## src/rtl/svc_pix_vga_pkg.sv

```systemverilog
// Shared state encoding and the reference 640x480@60 timing for the VGA sync block.
package svc_pix_vga_pkg;

    typedef enum logic [2:0] {
        ST_IDLE,
        ST_PRIME,
        ST_WAIT_FRAME,
        ST_RUN,
        ST_RESYNC
    } vga_state_e;

    // Sync windows are half-open: sync is low for start <= count < end.
    localparam int VGA_H_VISIBLE    = 640;
    localparam int VGA_H_SYNC_START = 656;
    localparam int VGA_H_SYNC_END   = 752;
    localparam int VGA_H_LINE_END   = 799;
    localparam int VGA_V_VISIBLE    = 480;
    localparam int VGA_V_SYNC_START = 490;
    localparam int VGA_V_SYNC_END   = 492;
    localparam int VGA_V_FRAME_END  = 524;

endpackage

```

## src/rtl/svc_sync_fifo.sv

```systemverilog
// Single-clock FIFO with a combinational head; push is accepted when full if a pop happens that cycle.
module svc_sync_fifo #(
    parameter int DATA_W = 13,
    parameter int ADDR_W = 4
) (
    input  logic              clk,
    input  logic              rst_n,
    input  logic              push,
    input  logic [DATA_W-1:0] push_data,
    input  logic              pop,
    output logic [DATA_W-1:0] head,
    output logic              full,
    output logic              empty,
    output logic [ADDR_W:0]   count
);
    localparam int DEPTH = 1 << ADDR_W;

    logic [DATA_W-1:0] mem [DEPTH];
    logic [ADDR_W-1:0] wr_ptr, rd_ptr;
    logic              do_push, do_pop;

    assign empty   = (count == '0);
    assign full    = count[ADDR_W];
    assign do_pop  = pop && !empty;
    assign do_push = push && (!full || do_pop);
    assign head    = mem[rd_ptr];

    always_ff @(posedge clk) begin
        if (!rst_n) begin
            wr_ptr <= '0;
            rd_ptr <= '0;
            count  <= '0;
        end else begin
            if (do_push) wr_ptr <= wr_ptr + 1'b1;
            if (do_pop)  rd_ptr <= rd_ptr + 1'b1;
            count <= count + {{ADDR_W{1'b0}}, do_push} - {{ADDR_W{1'b0}}, do_pop};
        end
    end

    always_ff @(posedge clk) begin
        if (do_push) mem[wr_ptr] <= push_data;
    end

endmodule

```

## src/rtl/svc_pix_vga_sync.sv

```systemverilog
// Pixel-stream to VGA timing bridge: buffers a frame-marked stream and locks it to the raster.
// Optional SVC_PIX_VGA_SYNC_STATS_EN adds a saturating underflow_count output.
module svc_pix_vga_sync
    import svc_pix_vga_pkg::*;
#(
    parameter int H_WIDTH         = 12,
    parameter int V_WIDTH         = 12,
    parameter int COLOR_WIDTH     = 4,
    parameter int FIFO_ADDR_WIDTH = 4,
    parameter int PRIME_LEVEL     = 8
) (
    input  logic                   clk,
    input  logic                   rst_n,
    input  logic                   s_pix_valid,
    output logic                   s_pix_ready,
    input  logic [COLOR_WIDTH-1:0] s_pix_red,
    input  logic [COLOR_WIDTH-1:0] s_pix_grn,
    input  logic [COLOR_WIDTH-1:0] s_pix_blu,
    input  logic                   s_pix_sof,
    input  logic [H_WIDTH-1:0]     h_visible,
    input  logic [H_WIDTH-1:0]     h_sync_start,
    input  logic [H_WIDTH-1:0]     h_sync_end,
    input  logic [H_WIDTH-1:0]     h_line_end,
    input  logic [V_WIDTH-1:0]     v_visible,
    input  logic [V_WIDTH-1:0]     v_sync_start,
    input  logic [V_WIDTH-1:0]     v_sync_end,
    input  logic [V_WIDTH-1:0]     v_frame_end,
    output logic                   vga_hsync,
    output logic                   vga_vsync,
    output logic [COLOR_WIDTH-1:0] vga_red,
    output logic [COLOR_WIDTH-1:0] vga_grn,
    output logic [COLOR_WIDTH-1:0] vga_blu,
    output logic                   vga_error
`ifdef SVC_PIX_VGA_SYNC_STATS_EN
    ,
    output logic [15:0]            underflow_count
`endif
);
    localparam int DW = 1 + 3 * COLOR_WIDTH;
    localparam logic [FIFO_ADDR_WIDTH:0] PRIME_CNT = (FIFO_ADDR_WIDTH + 1)'(PRIME_LEVEL);

    vga_state_e               state, state_d;
    logic [H_WIDTH-1:0]       h_count;
    logic [V_WIDTH-1:0]       v_count;
    logic [DW-1:0]            head;
    logic                     head_sof;
    logic [COLOR_WIDTH-1:0]   head_red, head_grn, head_blu;
    logic                     full, empty, push, pop;
    logic [FIFO_ADDR_WIDTH:0] count;
    logic                     visible, at_origin, frame_last;
    logic                     pix_ok, underflow, sof_bad, err_clr;

    // Ready is gated by reset so no pixel slips in while the FIFO is being cleared.
    assign s_pix_ready = rst_n && !full;
    assign push        = s_pix_valid && s_pix_ready;
    assign {head_sof, head_red, head_grn, head_blu} = head;

    svc_sync_fifo #(.DATA_W(DW), .ADDR_W(FIFO_ADDR_WIDTH)) u_fifo (
        .clk       (clk),
        .rst_n     (rst_n),
        .push      (push),
        .push_data ({s_pix_sof, s_pix_red, s_pix_grn, s_pix_blu}),
        .pop       (pop),
        .head      (head),
        .full      (full),
        .empty     (empty),
        .count     (count)
    );

    always_ff @(posedge clk) begin
        if (!rst_n) begin
            h_count <= '0;
            v_count <= '0;
        end else if (h_count == h_line_end) begin
            h_count <= '0;
            v_count <= (v_count == v_frame_end) ? '0 : v_count + 1'b1;
        end else begin
            h_count <= h_count + 1'b1;
        end
    end

    assign visible    = (h_count < h_visible) && (v_count < v_visible);
    assign at_origin  = (h_count == '0) && (v_count == '0);
    assign frame_last = (h_count == h_line_end) && (v_count == v_frame_end);

    always_ff @(posedge clk) begin
        if (!rst_n) state <= ST_IDLE;
        else        state <= state_d;
    end

    always_comb begin
        state_d   = state;
        pop       = 1'b0;
        pix_ok    = 1'b0;
        underflow = 1'b0;
        sof_bad   = 1'b0;
        err_clr   = 1'b0;
        case (state)
            ST_IDLE, ST_RESYNC: begin
                if (!empty) begin
                    if (head_sof) state_d = ST_PRIME;
                    else          pop     = 1'b1;
                end
            end
            ST_PRIME: begin
                if (count >= PRIME_CNT || full) state_d = ST_WAIT_FRAME;
            end
            ST_WAIT_FRAME: begin
                if (frame_last) state_d = ST_RUN;
            end
            ST_RUN: begin
                if (visible) begin
                    if (empty) begin
                        underflow = 1'b1;
                        state_d   = ST_RESYNC;
                    end else begin
                        pop = 1'b1;
                        // A frame marker must land exactly on the raster origin and nowhere else.
                        if (head_sof != at_origin) begin
                            sof_bad = 1'b1;
                            state_d = ST_RESYNC;
                        end else begin
                            pix_ok  = 1'b1;
                            err_clr = at_origin;
                        end
                    end
                end
            end
            default: state_d = ST_IDLE;
        endcase
    end

    always_ff @(posedge clk) begin
        if (!rst_n) begin
            vga_hsync <= 1'b1;
            vga_vsync <= 1'b1;
            vga_red   <= '0;
            vga_grn   <= '0;
            vga_blu   <= '0;
            vga_error <= 1'b0;
        end else begin
            vga_hsync <= !((h_count >= h_sync_start) && (h_count < h_sync_end));
            vga_vsync <= !((v_count >= v_sync_start) && (v_count < v_sync_end));
            vga_red   <= pix_ok ? head_red : '0;
            vga_grn   <= pix_ok ? head_grn : '0;
            vga_blu   <= pix_ok ? head_blu : '0;
            if (underflow || sof_bad) vga_error <= 1'b1;
            else if (err_clr)         vga_error <= 1'b0;
        end
    end

`ifdef SVC_PIX_VGA_SYNC_STATS_EN
    always_ff @(posedge clk) begin
        if (!rst_n)                                   underflow_count <= '0;
        else if (underflow && underflow_count != '1) underflow_count <= underflow_count + 1'b1;
    end
`endif

endmodule

```

## config.mk

```make
export PLATFORM = sky130hd
export DESIGN_NAME = svc_pix_vga_sync
export DESIGN_NICKNAME = d
export VERILOG_FILES = /design/src/rtl/svc_pix_vga_pkg.sv /design/src/rtl/svc_sync_fifo.sv /design/src/rtl/svc_pix_vga_sync.sv
export SDC_FILE = /design/constraint.sdc
export NUM_CORES = 1
export LEC_CHECK = 0
export CAP_MARGIN = 20
export CORE_AREA = 4 4 181 183
export CTS_CLUSTER_SIZE = 10
export DETAILED_ROUTE_END_ITERATION = 7
export DIE_AREA = 0 0 185 187
export GPL_TIMING_DRIVEN = 0
export SYNTH_ARGS = -nofsm -noshare
export SYNTH_HDL_FRONTEND = slang
export SYNTH_SLANG_ARGS = --single-unit
export TNS_END_PERCENT = 10
```

## constraint.sdc

```tcl
create_clock -name clk -period 3.78 [get_ports clk]
set_input_delay 0.756 -clock clk [delete_from_list [all_inputs] [get_ports clk]]
set_output_delay 0.756 -clock clk [all_outputs]
set_load 0.01 [all_outputs]
```

==> impl_metrics.toml, run 1 <==
[power]
peakVddDrop_v = 0.000415
p_leak_nw = 5.52
powerDensity_nw_per_um2 = 480

[layout]
drive_above_1_share = 0.113
post-route-util = 0.484
final_cells = 1431
final_cell_area_um2 = 15100
layout_common_cells = "edfxtp_1 (208), clkdlybuf4s50_1 (126), inv_1 (86), ha_1 (85), mux4_2 (61)"
fin_nets = 1203
layout_commonest_cell = "edfxtp_1"
area_growth_pct = 22.5
antenna_cells = 0

[sta]
fin_skew_ps = 11.0
timing.final.crit_share = 0.967
setup_viol = 0
hold_viol = 0
rsz0062_at_grt = "true"
tightest_slew_ps = 1060
report.final.slew_viol_count = 0
fmax_ghz = 0.274
layout_min_cycle_time_ps = 3650
fin_ws_ps = 126
slew-limit-headroom = 0.292

[flow_run]
drv_cap = 0

[clock_tree]
cts_hold_buffers = 0
clkSinkCount = 267
cts_buffers = 31
cts.path.max_buffers = 3
cts-root-buf = "clkbuf_16"
clkSlewWorstSetupHoldPaths_ps = 60
h-tree-depth = 1
tritoncts = "done"
insertion_delay_ps = 550

[place]
placed_cell_area_um2 = 14100
dp_slack_ps = -607
dp_cells = 1369
port_buffers = 126
hpwl_mm = 18.8
gp_congestion = 0.774

[floorplan]
dieArea_um2 = 34600
die-width_um = 185
start_util = 0.395
core_um2 = 31200
io_pins = 128
rows = 65
fp.dieH_um = 187

[synth]
ys_seq_area_frac = 0.602
synth_cell_types = 47
synth_top_cell_by_area = "edfxtp_1"
ys_top_cells_by_area = "edfxtp_1 (51%), mux4_2 (11%), dfxtp_1 (9.6%)"
syn-num-nets = 1040
synth_top_cell_area_share = 0.506
yosysWarnings = 0
syn_area_per_cell_um2 = 14.7
synth_top_flop_cell = "edfxtp_1"
ys_ff_latch = 267
synthArstFlopShare = 0
synth_cells = 841
synth_area_um2 = 12300
synth_edf_count = 208

[global_routing]
grt_pass1_wl_mm = 43.8
grt.total_usage = 0.164
grt_remaining_overflow = 0
antenna_found_initial = 1
grt_pass1_vias = 7465
grt_max_degree = 17

[setup_path]
timing.rr.end = "u_fifo.count[4]"
crit_fanout = 10
r2r_slack_ps = 330
critPathKind = "in -> out"
startpoint = "rst_n"
rr_worst_depth = 16
startpoint_type = "input port"
r2r_start = "h_count[6]"
worstPathArrival_ps = 2900
required_ps = 3020
endpoint = "s_pix_ready"
worstSetupEndpointType = "primary output"

[drt]
drt_iter0_drc = 437
drt-vias-per-instance = 5.10
vias = 7301
wl_mm = 28.8
antenna_left = 0
wl_per_cell_um = 20.2
route.detailed.drc = 0
dr.pass1.iters = 5

[run_status]
status = "finished clean"

[hold_path]
hold_class = "reg -> reg"
-- layout make-up --
cell class / instances / area, um2
fillers: 2747 / 16100
flip-flops and latches: 267 / 7430
multi-input cells: 464 / 4530
repair buffers: 131 / 1320
clock buffers: 55 / 876
well taps: 402 / 503
inverters: 87 / 330
plain buffers: 22 / 93.8
clock inverters: 3 / 30.0
-- cell families (layout without fill, tap and decap cells) --
kind of cell	after synthesis	in the layout	synth area share
flip-flops	267	267	0.602
AO/OA/AOI/OAI	79	79	0.0404
XOR/XNOR	51	51	0.0362
AND/OR/NAND/NOR	180	180	0.0779
adder cells (fa/ha/maj)	87	87	0.0889
buffers and inverters	110	298	0.0344
multiplexers	67	67	0.120
-- routing by layer --
| layer | global-route usage | vias to the layer above | wire length (um) |
|---|---|---|---|
| met4 | 0.0209 | 2 | 196 |
| met2 | 0.272 | 201 | 13800 |
| met1 | 0.235 | 3587 | 13000 |
| met3 | 0.0276 | 20 | 1870 |
| li1 | - | 3491 | - |
| met5 | 0 | - | 13 |
-- power by group --
part           switching [mW]  internal, mW
Clock                    1.11          1.56
Sequential             0.0639          3.24
Combinational           0.597         0.688
Total                    1.77          5.49
-- synth_stat cells (2+ instances only) --
library cell / count
mux4_1: 3
clkbuf_1: 17
and2_1: 18
or4_1: 2
inv_1: 86
nor3_1: 4
xnor2_1: 31
and3_1: 10
mux2i_1: 3
or3_1: 4
nand3_1: 12
a21oi_1: 26
nand4_1: 24
nand3b_1: 2
a2111oi_0: 2
o211ai_1: 3
o31ai_1: 2
a2111o_1: 2
nand2b_1: 10
ha_1: 86
a32o_1: 2
nor4b_1: 3
o21ai_0: 18
o21a_1: 2
nor4_1: 4
a31oi_1: 3
buf_1: 2
nor2_1: 52
edfxtp_1: 208
a211oi_1: 4
dfxtp_1: 59
nor2b_1: 15
nand2_1: 15
buf_2: 3
a21o_1: 13
mux4_2: 61
xor2_1: 20
-- critical path, cell delays in order --
cell             delay (ps)
clkbuf_1                560
clkinvlp_4              500
clkbuf_1                360
nor2_1                  150
clkdlybuf4s50_1         560
-- stage by stage --
step           hold WS, ps  power, mW  TNS, ps
4_1_cts                492       7.27        0
2_1_floorplan          437       4.22        0
6_report               500       7.26        0
5_1_grt                517       7.61    -15.8
3_3_place_gp           477       4.59    -2040
3_5_place_dp           483       4.60    -2410
-- worst min path at each step --
stage	start	end	cells past startpoint
global route	state[2]	state[1]	1
finish	u_fifo.rd_ptr[3]	u_fifo.rd_ptr[3]	2
detailed placement	state[2]	state[1]	1
CTS	state[2]	state[1]	1
floorplan	state[2]	state[1]	1
global placement	u_fifo.rd_ptr[3]	u_fifo.rd_ptr[3]	2
-- flip-flops by register name (all words and copies together), names as in the netlist, 5 cells and up, named ones only --
name,count
h_count,12
u_fifo.count,5
u_fifo.mem,208
v_count,12
-- timing repair --
action / in CTS / in global routing
buffers inserted: 0 / 1
resized for setup: 1 / 9
endpoints found under the setup margin: 1 / 2
pin swaps: 0 / 2
(Power assumes the default switching activity.)
==> run 2, diff against run 1 <==
==> constraint.sdc (replaced) <==
create_clock -name clk -period 3.78 [get_ports clk]
set_input_delay 0.756 -clock clk [delete_from_list [all_inputs] [get_ports clk]]
set_output_delay 0.756 -clock clk [all_outputs]
set_load 0.1 [all_outputs]
==> run 2 against run 1 <==
Clock-buffer cell count unchanged. Clock power about the same. First-iteration DRC count unchanged. Combinational power up 3%. Global-route usage unchanged. Cell count unchanged. Sequential share of layout area about the same. Wire length unchanged. Critical path type unchanged.
==> impl_metrics.toml, run 2 (synthesized netlist as in run 1, its figures left out) <==
[run_status]
status = "finished clean"

[place]
hpwl_mm = 18.8
placed_cell_area_um2 = 14100
port_buffers = 126
dp_slack_ps = -607
gp_congestion = 0.774

[drt]
drt-vias-per-instance = 5.10
route.detailed.drc = 0
drt_iter0_drc = 437
antenna_left = 0
vias = 7301
wl_mm = 28.8
wl_per_cell_um = 20.2
dr.pass1.iters = 5

[sta]
report.final.slew_viol_count = 0
fmax_ghz = 0.272
slew-limit-headroom = 0.282
hold_viol = 0
fin_skew_ps = 11.0
rsz0062_at_grt = "true"
timing.final.crit_share = 0.972
layout_min_cycle_time_ps = 3670
fin_ws_ps = 108
tightest_slew_ps = 1070
setup_viol = 0

[layout]
area_growth_pct = 22.5
regArea_um2 = 7430
fin_nets = 1203
top_regs = "u_fifo.mem x208, h_count x12, v_count x12"
antenna_cells = 0
final_cell_area_um2 = 15100
multi_input_area_um2 = 4530
regMostFlops = "u_fifo.mem"
layout_common_cells = "edfxtp_1 (208), clkdlybuf4s50_1 (125), inv_1 (86), ha_1 (85), mux4_2 (61)"
fillCellCount = 2748
drive_above_1_share = 0.114
layout_commonest_cell = "edfxtp_1"
largest_reg_flops = 208

[floorplan]
rows = 65
dieArea_um2 = 34600
start_util = 0.395
die-width_um = 185
fp.dieH_um = 187
io_pins = 128
core_um2 = 31200

[global_routing]
grt_max_degree = 17
grt_pass1_vias = 7465
grt_remaining_overflow = 0
antenna_found_initial = 1
grt.total_usage = 0.164
grt_pass1_wl_mm = 43.8

[clock_tree]
cts-root-buf = "clkbuf_16"
cts_buffers = 31
cts_hold_buffers = 0
cts.path.max_buffers = 3
tritoncts = "done"
clkSinkCount = 267
h-tree-depth = 1
clkSlewWorstSetupHoldPaths_ps = 60
insertion_delay_ps = 550

[power]
p_total_mw = 7.29
peakVddDrop_v = 0.000415
powerDensity_nw_per_um2 = 483
p_leak_nw = 5.52

[setup_path]
startpoint_type = "input port"
crit_fanout = 10
worstPathArrival_ps = 2920
critPathKind = "in -> out"
worstSetupEndpointType = "primary output"
required_ps = 3020

[hold_path]
hold_class = "reg -> reg"

[flow_run]
drv_cap = 0
## run 2: changes by cell type in the layout (fill, tap and decap cells not counted)
| cell | change |
|---|---|
| clkdlybuf4s50_1 | -1 |
| clkdlybuf4s15_2 | +1 |
## run 2: metrics by stage
| step | util | cells | TNS (ps) | hold WS (ps) |
|---|---|---|---|---|
| floorplan | - | 841 | 0 | 437 |
| global placement | 0.451 | 1369 | -2600 | 477 |
| detailed placement | 0.451 | 1369 | -2960 | 483 |
| CTS | 0.481 | 1427 | 0 | 492 |
| global route | 0.484 | 1431 | -15.8 | 517 |
| finish | 0.484 | 1431 | 0 | 500 |
## run 2: area by class of cell
type | count | area share
Buffer | 22 | 0.00621
Tap cell | 402 | 0.0333
Clock inverter | 3 | 0.00199
Clock buffer | 55 | 0.0580
Sequential cell | 267 | 0.492
Timing Repair Buffer | 131 | 0.0873
Multi-Input combinational cell | 464 | 0.300
Inverter | 87 | 0.0219
## run 2: worst max-delay path: stages
cell and delay [ps]:
clkbuf_1 560, clkinvlp_4 500, clkbuf_1 360, nor2_1 150
clkdlybuf4s15_2 570
## run 2: power by group
part           switching (mW)  internal (mW)
clock                    1.11           1.56
sequential             0.0639           3.24
combinational           0.630          0.687
total                    1.80           5.49
## run 2: timing repair
item / CTS / global route
setup endpoints to repair: 2 / 2
gates resized for setup: 4 / 9
buffers inserted: 0 / 1
pin swaps: 0 / 2
## run 2: path summary, 6_finish.rpt
path                                       start          endpoint  slack, ps  cells past startpoint
worst max register to register        h_count[6]   u_fifo.count[4]        330                     16
worst min register to register  u_fifo.rd_ptr[3]  u_fifo.rd_ptr[3]        500                      2
worst max-delay path                       rst_n       s_pix_ready        110                      5
worst min-delay path            u_fifo.rd_ptr[3]  u_fifo.rd_ptr[3]        500                      2
## run 2: metal layers
layer / share of wire / global-route usage / routed length, um / vias up
met5: 0.00045 / 0 / 13 / -
met3: 0.065 / 0.0276 / 1870 / 20
li1: - / - / - / 3491
met4: 0.0068 / 0.0209 / 196 / 2
met1: 0.45 / 0.235 / 13000 / 3587
met2: 0.48 / 0.272 / 13800 / 201
==> run 3, diff against run 2 <==
--- a/config.mk
+++ b/config.mk
@@ -7,7 +7,6 @@
 export LEC_CHECK = 0
 export CAP_MARGIN = 20
 export CORE_AREA = 4 4 181 183
-export CTS_CLUSTER_SIZE = 10
 export DETAILED_ROUTE_END_ITERATION = 7
 export DIE_AREA = 0 0 185 187
 export GPL_TIMING_DRIVEN = 0
==> run 3 against run 2 <==
Critical endpoint unchanged. Maximum frequency is essentially flat. Global-route usage shrank 0.059 points. Combinational power is essentially flat. Sequential power is essentially flat. Clock-buffer cell count shrank 13. Cell area grew 0.18%.
==> impl_metrics.toml, run 3 (synthesized netlist as in run 1, its figures left out) <==
[run_status]
status = "finished clean"

[layout]
antenna_cells = 0
top_regs = "u_fifo.mem x208, h_count x12, v_count x12"
layout_commonest_cell = "edfxtp_1"
fillCellCount = 2733
area_growth_pct = 22.7
multi_input_area_um2 = 4530
regArea_um2 = 7430
fin_nets = 1200
largest_reg_flops = 208
regMostFlops = "u_fifo.mem"
drive_above_1_share = 0.120
layout_common_cells = "edfxtp_1 (208), clkdlybuf4s50_1 (125), inv_1 (86), ha_1 (85), mux4_2 (61)"
final_cell_area_um2 = 15100

[sta]
slew-limit-headroom = 0.281
fin_ws_ps = 107
tightest_slew_ps = 1070
setup_viol = 0
report.final.slew_viol_count = 0
layout_min_cycle_time_ps = 3670
rsz0062_at_grt = "true"
timing.final.crit_share = 0.972
fmax_ghz = 0.272
fin_skew_ps = 11.0
hold_viol = 0

[drt]
drt-vias-per-instance = 5.12
wl_mm = 28.9
vias = 7296
antenna_left = 0
wl_per_cell_um = 20.3
route.detailed.drc = 0
drt_iter0_drc = 352
dr.pass1.iters = 4

[clock_tree]
clkSinkCount = 267
cts_buffers = 28
insertion_delay_ps = 530
clkSlewWorstSetupHoldPaths_ps = 60
tritoncts = "done"
h-tree-depth = 1
cts_hold_buffers = 0
cts.path.max_buffers = 3
cts-root-buf = "clkbuf_16"

[setup_path]
crit_top_cell = "clkbuf_1"
endpoint = "s_pix_ready"
worstPathArrival_ps = 2920
r2r_slack_ps = 290
timing.rr.end = "u_fifo.count[4]"
critPathKind = "in -> out"
required_ps = 3020
crit_fanout = 10
r2r_start = "h_count[6]"
rr_worst_depth = 16
crit_chain = "clkbuf_1, clkinvlp_4, clkbuf_1, nor2_1, clkdlybuf4s15_2"
slowest_stage = "clkdlybuf4s15_2"
cp_num_cells = 5
worstSetupEndpointType = "primary output"
max_stage_delay_ps = 570
startpoint = "rst_n"
cp_top_family = "buffers and inverters"
path_buf_inv = 4
startpoint_type = "input port"

[hold_path]
hold_class = "reg -> reg"
min-delay-start = "state[2]"

[place]
placed_cell_area_um2 = 14100
hpwl_mm = 18.8
port_buffers = 126
gp_congestion = 0.774
dp_slack_ps = -607

[power]
power_frac_clock = 0.372
peakVddDrop_v = 0.000364
p_leak_nw = 5.54
pwr-share-seq = 0.448
switching_share = 0.244
p_sw_mw = 1.80
combPwrFrac = 0.180
internal-power_mw = 5.58
powerDensity_nw_per_um2 = 487

[global_routing]
grt_pass1_wl_mm = 43.5
grt_remaining_overflow = 0
grt.total_usage = 0.163
grt_max_degree = 17
antenna_found_initial = 1
grt_pass1_vias = 7441

[flow_run]
drv_cap = 0

[floorplan]
core_um2 = 31200
die-width_um = 185
fp.dieH_um = 187
io_pins = 128
dieArea_um2 = 34600
rows = 65
start_util = 0.395
## run 3: cell types whose count changed in the layout (fill, tap and decap cells not counted), sizes merged
| cell | delta |
|---|---|
| clkinv | +3 |
| clkbuf | -13 |
| clkinvlp | +1 |
| bufinv | +3 |
## run 3: layout make-up
type                    instances  area share
plain buffers                  22     0.00620
clock buffers                  42      0.0517
clock inverters                10     0.00992
inverters                      87      0.0218
multi-input cells             464       0.299
flip-flops and latches        267       0.491
well taps                     402      0.0332
repair buffers                131      0.0871
## run 3: through the flow
step           instances  utilization  setup TNS, ps  hold slack, ps  power (mW)
3_5_place_dp        1369        0.451          -2960             483        4.64
3_3_place_gp        1369        0.451          -2600             477        4.62
2_1_floorplan        841            -              0             437        4.25
4_1_cts             1421        0.482              0             494        7.38
5_1_grt             1425        0.485          -66.8             518        7.70
6_report            1425        0.485              0             503        7.37
## run 3: how the worst min path moves through the flow
| stage | slack (ps) | to | cells past startpoint |
|---|---|---|---|
| finish | 500 | state[1] | 1 |
| global route | 520 | state[1] | 1 |
| CTS | 490 | state[1] | 1 |
| detailed placement | 480 | state[1] | 1 |
| global placement | 480 | u_fifo.rd_ptr[3] | 2 |
| floorplan | 440 | state[1] | 1 |
## run 3: routing by layer
layer | up-vias | share of wire | global-route usage
li1 | 3482 | - | -
met1 | 3602 | 0.45 | 0.233
met2 | 183 | 0.48 | 0.271
met3 | 27 | 0.058 | 0.0280
met4 | 2 | 0.011 | 0.0237
met5 | - | 0.00045 | 0
## run 3: power by group through the flow
stage / combinational (mW) / sequential [mW] / clock (mW)
final: 1.33 / 3.31 / 2.74
after global routing: 1.46 / 3.31 / 2.92
after CTS: 1.28 / 3.30 / 2.79
after detailed placement: 1.27 / 3.36 / 0
after global placement: 1.26 / 3.36 / 0
after floorplan: 0.888 / 3.36 / 0
## run 3: what timing repair did
item	CTS	global route
pin swaps	1	3
gates resized for setup	4	9
gates cloned	0	0
endpoints found under the setup margin	2	2
setup buffers	0	1
